File: config.mk
export PLATFORM = sky130hd
export DESIGN_NAME = data_cache
export DESIGN_NICKNAME = d
export VERILOG_FILES = /design/src/rtl/data_cache.sv
export SDC_FILE = /design/constraint.sdc
export NUM_CORES = 1
export LEC_CHECK = 0
export ABC_AREA = 1
export BUFFER_PORTS_ARGS = -buffer_cell sky130_fd_sc_hd__clkbuf_2
export CORE_MARGIN = 8
export CORE_UTILIZATION = 40
export DETAILED_ROUTE_END_ITERATION = 10
export GPL_TIMING_DRIVEN = 0
export PLACE_DENSITY = 0.63
export SETUP_SLACK_MARGIN = 0.15
export SYNTH_ARGS = -nofsm -noshare
export SYNTH_HDL_FRONTEND = slang
export SYNTH_SLANG_ARGS = --single-unit
export TNS_END_PERCENT = 1
File: constraint.sdc
create_clock -name clk -period 4.89 [get_ports clk]
set_input_delay 0.978 -clock clk [delete_from_list [all_inputs] [get_ports clk]]
set_output_delay 0.978 -clock clk [all_outputs]
set_load 0.1 [all_outputs]
File: src/rtl/data_cache.sv
// data_cache: direct-mapped, write-through, write-no-allocate data cache.
// Read hits answer combinationally. Read misses and every write go to the
// backing memory over a ready handshake, and stall the pipeline until
// mem_ready arrives. The live cpu_* request is reused throughout a miss or
// write because the CPU holds it stable while stall is high.
module data_cache #(
  parameter int unsigned DATA_WIDTH    = 32,
  parameter int unsigned ADDRESS_WIDTH = 32,
  parameter int unsigned INDEX_BITS    = 3
) (
  input  logic                     clk,
  input  logic                     rst,
  input  logic [ADDRESS_WIDTH-1:0] cpu_addr,
  input  logic                     cpu_re,
  input  logic                     cpu_we,
  input  logic [3:0]               cpu_be,
  input  logic [DATA_WIDTH-1:0]    cpu_wdata,
  output logic [DATA_WIDTH-1:0]    cpu_rdata,
  output logic                     stall,
  output logic [ADDRESS_WIDTH-1:0] mem_addr,
  output logic                     mem_re,
  output logic                     mem_we,
  output logic [3:0]               mem_be,
  output logic [DATA_WIDTH-1:0]    mem_wdata,
  input  logic [DATA_WIDTH-1:0]    mem_rdata,
  input  logic                     mem_ready
);

  localparam int unsigned LINES    = 1 << INDEX_BITS;
  localparam int unsigned TAG_BITS = ADDRESS_WIDTH - INDEX_BITS - 2;

  localparam logic [1:0] IDLE  = 2'd0;
  localparam logic [1:0] FETCH = 2'd1;
  localparam logic [1:0] WRITE = 2'd2;

  logic [1:0]            state_q, state_d;
  logic [LINES-1:0]      valid_q;
  logic [TAG_BITS-1:0]   tag_q  [LINES];
  logic [DATA_WIDTH-1:0] data_q [LINES];

  logic [INDEX_BITS-1:0] index;
  logic [TAG_BITS-1:0]   tag;
  logic                  hit;
  logic                  fill_en;
  logic                  merge_en;
  logic [DATA_WIDTH-1:0] merged;

  // Byte offset bits never reach the cache; the backing address is word aligned.
  logic unused_addr_bits;
  assign unused_addr_bits = ^cpu_addr[1:0];

  assign index     = cpu_addr[INDEX_BITS+1:2];
  assign tag       = cpu_addr[ADDRESS_WIDTH-1:INDEX_BITS+2];
  assign hit       = valid_q[index] && (tag_q[index] == tag);
  assign mem_addr  = {cpu_addr[ADDRESS_WIDTH-1:2], 2'b00};
  assign mem_wdata = cpu_wdata;

  // Line updates only happen on a completed handshake; reset suppresses them
  // so an abort in the same cycle as mem_ready leaves the line untouched.
  assign fill_en  = !rst && (state_q == FETCH) && mem_ready;
  assign merge_en = !rst && (state_q == WRITE) && mem_ready && hit;

  // Byte-masked merge of the write data into the currently indexed line.
  always_comb begin
    merged = data_q[index];
    for (int b = 0; b < 4; b++) begin
      if (cpu_be[b]) begin
        merged[8*b +: 8] = cpu_wdata[8*b +: 8];
      end
    end
  end

  // Next state and all handshake/CPU outputs.
  always_comb begin
    state_d   = state_q;
    stall     = 1'b0;
    cpu_rdata = '0;
    mem_re    = 1'b0;
    mem_we    = 1'b0;
    mem_be    = '0;
    case (state_q)
      IDLE: begin
        if (cpu_we) begin
          // Writes win over reads; the strobe starts next cycle.
          stall   = 1'b1;
          state_d = WRITE;
        end else if (cpu_re) begin
          if (hit) begin
            cpu_rdata = data_q[index];
          end else begin
            stall   = 1'b1;
            state_d = FETCH;
          end
        end
      end
      FETCH: begin
        mem_re = 1'b1;
        stall  = !mem_ready;
        if (mem_ready) begin
          // Bypass the returning word so the CPU is released this cycle.
          cpu_rdata = mem_rdata;
          state_d   = IDLE;
        end
      end
      WRITE: begin
        mem_we = 1'b1;
        mem_be = cpu_be;
        stall  = !mem_ready;
        if (mem_ready) begin
          state_d = IDLE;
        end
      end
      default: begin
        state_d = IDLE;
      end
    endcase
    // Reset takes effect on the outputs immediately, not at the next edge.
    if (rst) begin
      stall     = 1'b0;
      cpu_rdata = '0;
      mem_re    = 1'b0;
      mem_we    = 1'b0;
      mem_be    = '0;
    end
  end

  // State register and valid bits, both cleared by reset.
  always_ff @(posedge clk or posedge rst) begin
    if (rst) begin
      state_q <= IDLE;
      valid_q <= '0;
    end else begin
      state_q <= state_d;
      if (fill_en) begin
        valid_q[index] <= 1'b1;
      end
    end
  end

  // Tag and data arrays: no reset, qualified by the valid bits.
  always_ff @(posedge clk) begin
    if (fill_en) begin
      tag_q[index]  <= tag;
      data_q[index] <= mem_rdata;
    end else if (merge_en) begin
      data_q[index] <= merged;
    end
  end

endmodule

=== Word-level counts from Yosys, hierarchy flattened ===
Memories as Yosys holds them, arrays and structs flattened.
Index checks and enable logic that the tools add are counted.

* Output and inout port bits: 103
* Bits of input ports: 105
* Flip-flop bits (word level): 10
* Memories: 2
* Word-level logic and storage cells: 62
* RAM bits: 472

* Bitwise logic cells: 2
* Equality and inequality tests: 6
* Reductions and logical operators: 12
* Order comparisons: 2
* Mux-type cells: 36

{| class="wikitable"
|+ Memories
! name !! depth !! width !! rd ports !! clocked after memory_dff !! write ports !! line !! text
|-
| data_q || 8 || 32 || 1 || 0 || 1 || 39 || <nowiki>logic [DATA_WIDTH-1:0] data_q [LINES];</nowiki>
|-
| tag_q || 8 || 27 || 1 || 0 || 1 || 38 || <nowiki>logic [TAG_BITS-1:0] tag_q [LINES];</nowiki>
|}

{| class="wikitable"
|+ Operator list
! operator !! number
|-
| 2-to-1 mux 32 bit || 6
|-
| one-hot mux 32 bit (2 select lines) || 1
|-
| 2-to-1 mux 8 bit || 4
|-
| == test 27 bit || 1
|-
| 2-to-1 mux 1 bit || 15
|-
| 2-to-1 mux 2 bit || 4
|-
| 2-to-1 mux 4 bit || 2
|-
| OR 8 bit || 1
|-
| logical AND 1 bit || 7
|-
| != test 3 bit (second input constant) || 2
|-
| < comparator 3 x 4 -> 1 bit (second input constant) || 1
|-
| one-hot mux 2 bit (2 select lines) || 1
|-
| binary-select mux 1 bit (select 3 bit) || 1
|-
| demux 1 bit (select 3 bit) || 1
|-
| >= comparator 3 x 1 -> 1 bit (second input constant) || 1
|-
| AND reduction 3 bit || 1
|-
| == test 2 x 1 -> 1 bit (second input constant) || 1
|-
| == test 2 bit (second input constant) || 1
|-
| logical NOT 1 bit || 2
|-
| logical NOT 2 bit || 1
|-
| != test 2 x 1 -> 1 bit (second input constant) || 1
|-
| one-hot mux 1 bit (2 select lines) || 1
|-
| OR reduction 2 bit || 1
|-
| OR 1 bit || 1
|}

=== Logic depth before layout (Yosys ltp) ===
* Depth after elaboration: 8
* Mapped depth: 21
* Gate-level depth less buffers: 17

=== Worst setup path before layout ===
No wires, ideal clock.

* Path type: input port to output port
* Start: input port cpu_addr[2]
* End: output port cpu_rdata[18]
* Required time: 3,912 ps
* Data arrival time: 4,076 ps
* Cell stages on the path: 17
* Path buffers: 4
* Setup slack: -164 ps
* Cells stage by stage: buf_2 -> inv_2 -> buf_2 -> buf_2 -> nand2_1 -> nand3_1 -> nand2_1 -> nor2_1 -> nor2_1 -> nor2_1 -> nand2_1 -> nor2_1 -> nand2_1 -> nor2_2 -> buf_2 -> nand3_1 -> a21oi_1

* Word-level cells in the longest chain between the ends: 8
* Elaborated cells between the ends (all ways): 11
* Those cells by class: 1 x eq/ne; 7 x mux; 1 x reduce/logical; 2 x memory

{| class="wikitable"
|+ Ends and longest elaborated chain
! item !! line !! text
|-
| from (decl) || 13 || <nowiki>input logic [ADDRESS_WIDTH-1:0] cpu_addr,</nowiki>
|-
| memory read (8 x 27 bit) or binary-select mux 1 bit (select 3 bit) (tied branches) || - ||
|-
| == test 27 bit or 2-to-1 mux 1 bit (tied branches) || 54 || <nowiki>assign hit = valid_q[index] && (tag_q[index] == tag);</nowiki>
|-
| logical AND 1 bit || 54 ||
|-
| 2-to-1 mux 32 bit * || 88 || <nowiki>if (hit) begin</nowiki>
|-
| 2-to-1 mux 32 bit * || 87 || <nowiki>end else if (cpu_re) begin</nowiki>
|-
| 2-to-1 mux 32 bit * || 83 || <nowiki>if (cpu_we) begin</nowiki>
|-
| one-hot mux 32 bit (2 select lines) * || 81 || <nowiki>case (state_q)</nowiki>
|-
| 2-to-1 mux 32 bit * || 118 || <nowiki>if (rst) begin</nowiki>
|-
| to (decl) || 18 || <nowiki>output logic [DATA_WIDTH-1:0] cpu_rdata,</nowiki>
|}

Every way passes the cells marked *; elsewhere a longest branch is shown, timed or not. The select of a mux whose other input is x is not followed.

=== Worst setup path after layout ===
* Start: input port cpu_addr[2]
* End: output port cpu_rdata[25]

Same word-level chain as after synthesis.

==> results.json <==
{
  "outcome": "complete, no violations",
  "wl_per_cell_um": 21.2,
  "layout_common_cells": "640 x nand2_1, 472 x edfxtp_1, 242 x inv_1",
  "insertion_delay_ns": 0.58,
  "grt_first_pass_wirelength_um": 99200,
  "crit_path_max_incr_delay_ns": 0.42,
  "hold_start": "valid_q[5]",
  "core-area_sq_um": 53900,
  "worstPathRequired_ns": 3.91,
  "holdPathStages": 2,
  "period_needed_ns": 4.70,
  "slew_headroom_pct": 21.0,
  "power_switching_mw": 2.62,
  "antenna_cells": 0,
  "post-route-drc-count": 0,
  "netlist_area_sq_um": 21800,
  "drt.antenna.violating_nets": 0,
  "arrival_ns": 3.72,
  "totalPowerFinal_mw": 9.74,
  "setup_viol": 0,
  "cts_hold_buf": 0,
  "cts_htree_levels": 2,
  "cts-root-buf": "clkbuf_16",
  "initial_core_util_pct": 40.5,
  "finalMaxSlewViolations": 0,
  "cts_sinks": 482,
  "yosysSeqAreaShare_pct": 66.0,
  "tightest_slew_ns": 1.18,
  "crit_path_start_kind": "primary input",
  "skew_ns": 0.0184,
  "crit_path_cell_trace": "buf_2, inv_2, buf_6, buf_2, nand2_1, inv_1, buf_2, a221oi_1, nand4_1, inv_1, nor2_1, nand3_1, a21oi_1, clkbuf_8",
  "cpMostUsedCell": "buf_2",
  "crit_path_start": "cpu_addr[2]",
  "worstSetupEndpointType": "output pin",
  "crit_end": "cpu_rdata[25]",
  "netSwitchingFraction_pct": 26.9,
  "grt_usage_pct": 20.8,
  "power_density_nw_per_um2": 370,
  "path_buf_inv": 8,
  "cts_tree": "yes",
  "syn_to_final_growth_pct": 20.6,
  "drt-initial-drc-count": 1506,
  "antenna_found_initial": 0,
  "die_area_sq_um": 62300,
  "layout_commonest_cell": "nand2_1",
  "hold_path.class": "reg2reg",
  "r2r-end": "data_q[0][20]",
  "hold_slack_ns": 0.460,
  "port_buffers": 197,
  "synthDistinctLibCells": 36,
  "synth_area_per_cell_sq_um": 10.3,
  "ir_worst_vdd_mv": 0.223,
  "finalWeightedCongestion": 0.955,
  "r2r_slack_ns": 1.17,
  "grt_overflow": 0,
  "wl_um": 66200,
  "clockPowerShare_pct": 38.4,
  "r2r_start": "tag_q[0][20]",
  "ff2ff_path_depth": 13,
  "critical_path.top_delay_family": "buffers and inverters",
  "grt_max_degree": 23,
  "cts_buffers": 49,
  "die_x_um": 250,
  "nets": 2496,
  "yosys_warnings": 0,
  "internal_power_mw": 7.13,
  "seqPwrFrac_pct": 47.4,
  "firstDrtPassIters": 5,
  "fmax_ghz": 0.213,
  "finalHoldViolations": 0,
  "synthCells": 2114,
  "ios": 208,
  "vias": 16083,
  "cp_slowest_cell": "buf_2",
  "path_depth": 14,
  "clockBufferDepth": 3,
  "crit_path_max_fanout": 10,
  "p_leak_nw": 10.9,
  "post-route-period-util_pct": 96.1,
  "drive_above_1_share_pct": 19.9,
  "comb_power_share_pct": 14.2,
  "ys_ff_latch": 482,
  "grt_pass1_vias": 16281,
  "viasPerCell": 5.15,
  "die_y_um": 250,
  "critical_path_class": "in2out",
  "clkTransAtPathRegs_ns": 0.06,
  "drv_cap": 0,
  "dp_hpwl_um": 46400,
  "row_count": 85,
  "rsz0062_at_grt": "true"
}
-- through the flow --
stage	util (%)	area [sq um]	std cells	setup slack [ns]	TNS (ns)
global placement	44.0	23700	3008	-2.27	-737.89
floorplan	-	21900	2115	-0.164	-5.05
CTS	48.5	26100	3116	0.0881	0
detailed placement	44.9	24200	3024	-0.831	-33.04
global route	48.9	26300	3122	0.0910	0
finish	48.9	26300	3122	0.189	0
-- worst min-delay path by stage --
stage	slack (ns)	to
6_report	0.46	valid_q[5]
5_1_grt	0.48	valid_q[2]
4_1_cts	0.46	valid_q[5]
3_5_place_dp	0.45	valid_q[5]
3_3_place_gp	0.44	valid_q[3]
2_1_floorplan	0.43	valid_q[1]
-- cells by family after synthesis --
group	Yosys count	share of synthesized area, %
simple gates	1019	19.2
flops	482	66.0
buf+inv	407	8.45
compound gates	199	5.99
fa+ha+maj	4	0.229
xor+xnor	2	0.0802
other cells	1	0.0172
-- power by group through the flow --
| stage | registers (mW) | clock network [mW] | logic (mW) |
|---|---|---|---|
| after floorplan | 4.70 | 0 | 0.910 |
| after global placement | 4.70 | 0 | 1.30 |
| after detailed placement | 4.70 | 0 | 1.33 |
| after CTS | 4.62 | 3.78 | 1.36 |
| after global routing | 4.62 | 3.93 | 1.48 |
| final | 4.62 | 3.74 | 1.38 |
-- worst min-delay path, stage by stage (launching register included) --
cell     delay (ns)
dfrtp_1        0.32
inv_1          0.05
o21ai_0        0.06
-- layer usage --
metal	global-route usage [%]	vias up	wire [um]	share of wire [%]
met1	26.7	7610	27300	41
met3	4.60	135	5480	8.3
li1	-	7588	-	-
met5	0	-	0	0
met4	8.20	0	2370	3.6
met2	34.1	750	31000	47
-- Yosys cell counts, drive strengths merged --
library cell | number | area, sq um
a21oi | 59 | 295
a221oi | 30 | 263
a22o | 30 | 263
a22oi | 18 | 135
a31oi | 10 | 62.6
and3 | 1 | 6.26
buf | 107 | 719
clkbuf | 50 | 188
clkinv | 4 | 15.0
conb | 1 | 3.75
dfrtp | 10 | 250
edfxtp | 472 | 14200
ha | 4 | 50.1
inv | 246 | 923
nand2 | 642 | 2410
nand3 | 118 | 596
nand3b | 4 | 30.0
nand4 | 50 | 313
nor2 | 180 | 696
nor3 | 6 | 30.0
o211ai | 1 | 7.51
o21ai | 41 | 205
o21bai | 9 | 67.6
o2bb2ai | 1 | 8.76
or2 | 18 | 113
xor2 | 2 | 17.5
-- flip-flops by register name, indices dropped and copies added (netlist names) --
name	flops
tag_q	216
valid_q	8
data_q	256
state_q	2
-- layout make-up --
cell class,instances,area (sq um)
plain buffers,157,1060
clock buffers,69,1400
clock inverters,21,200
fillers,4807,27600
inverters,250,938
multi-input cells,1226,5840
flip-flops and latches,482,14400
well taps,696,871
repair buffers,221,1600
-- repair_timing --
item,CTS,global route
setup buffers,2,6
pin swaps,2,4
gates cloned,0,0
resized for setup,96,81
endpoints found under the hold margin,0,0
setup endpoints to repair,33,33
Note: power is estimated with default switching activity, not from simulation.
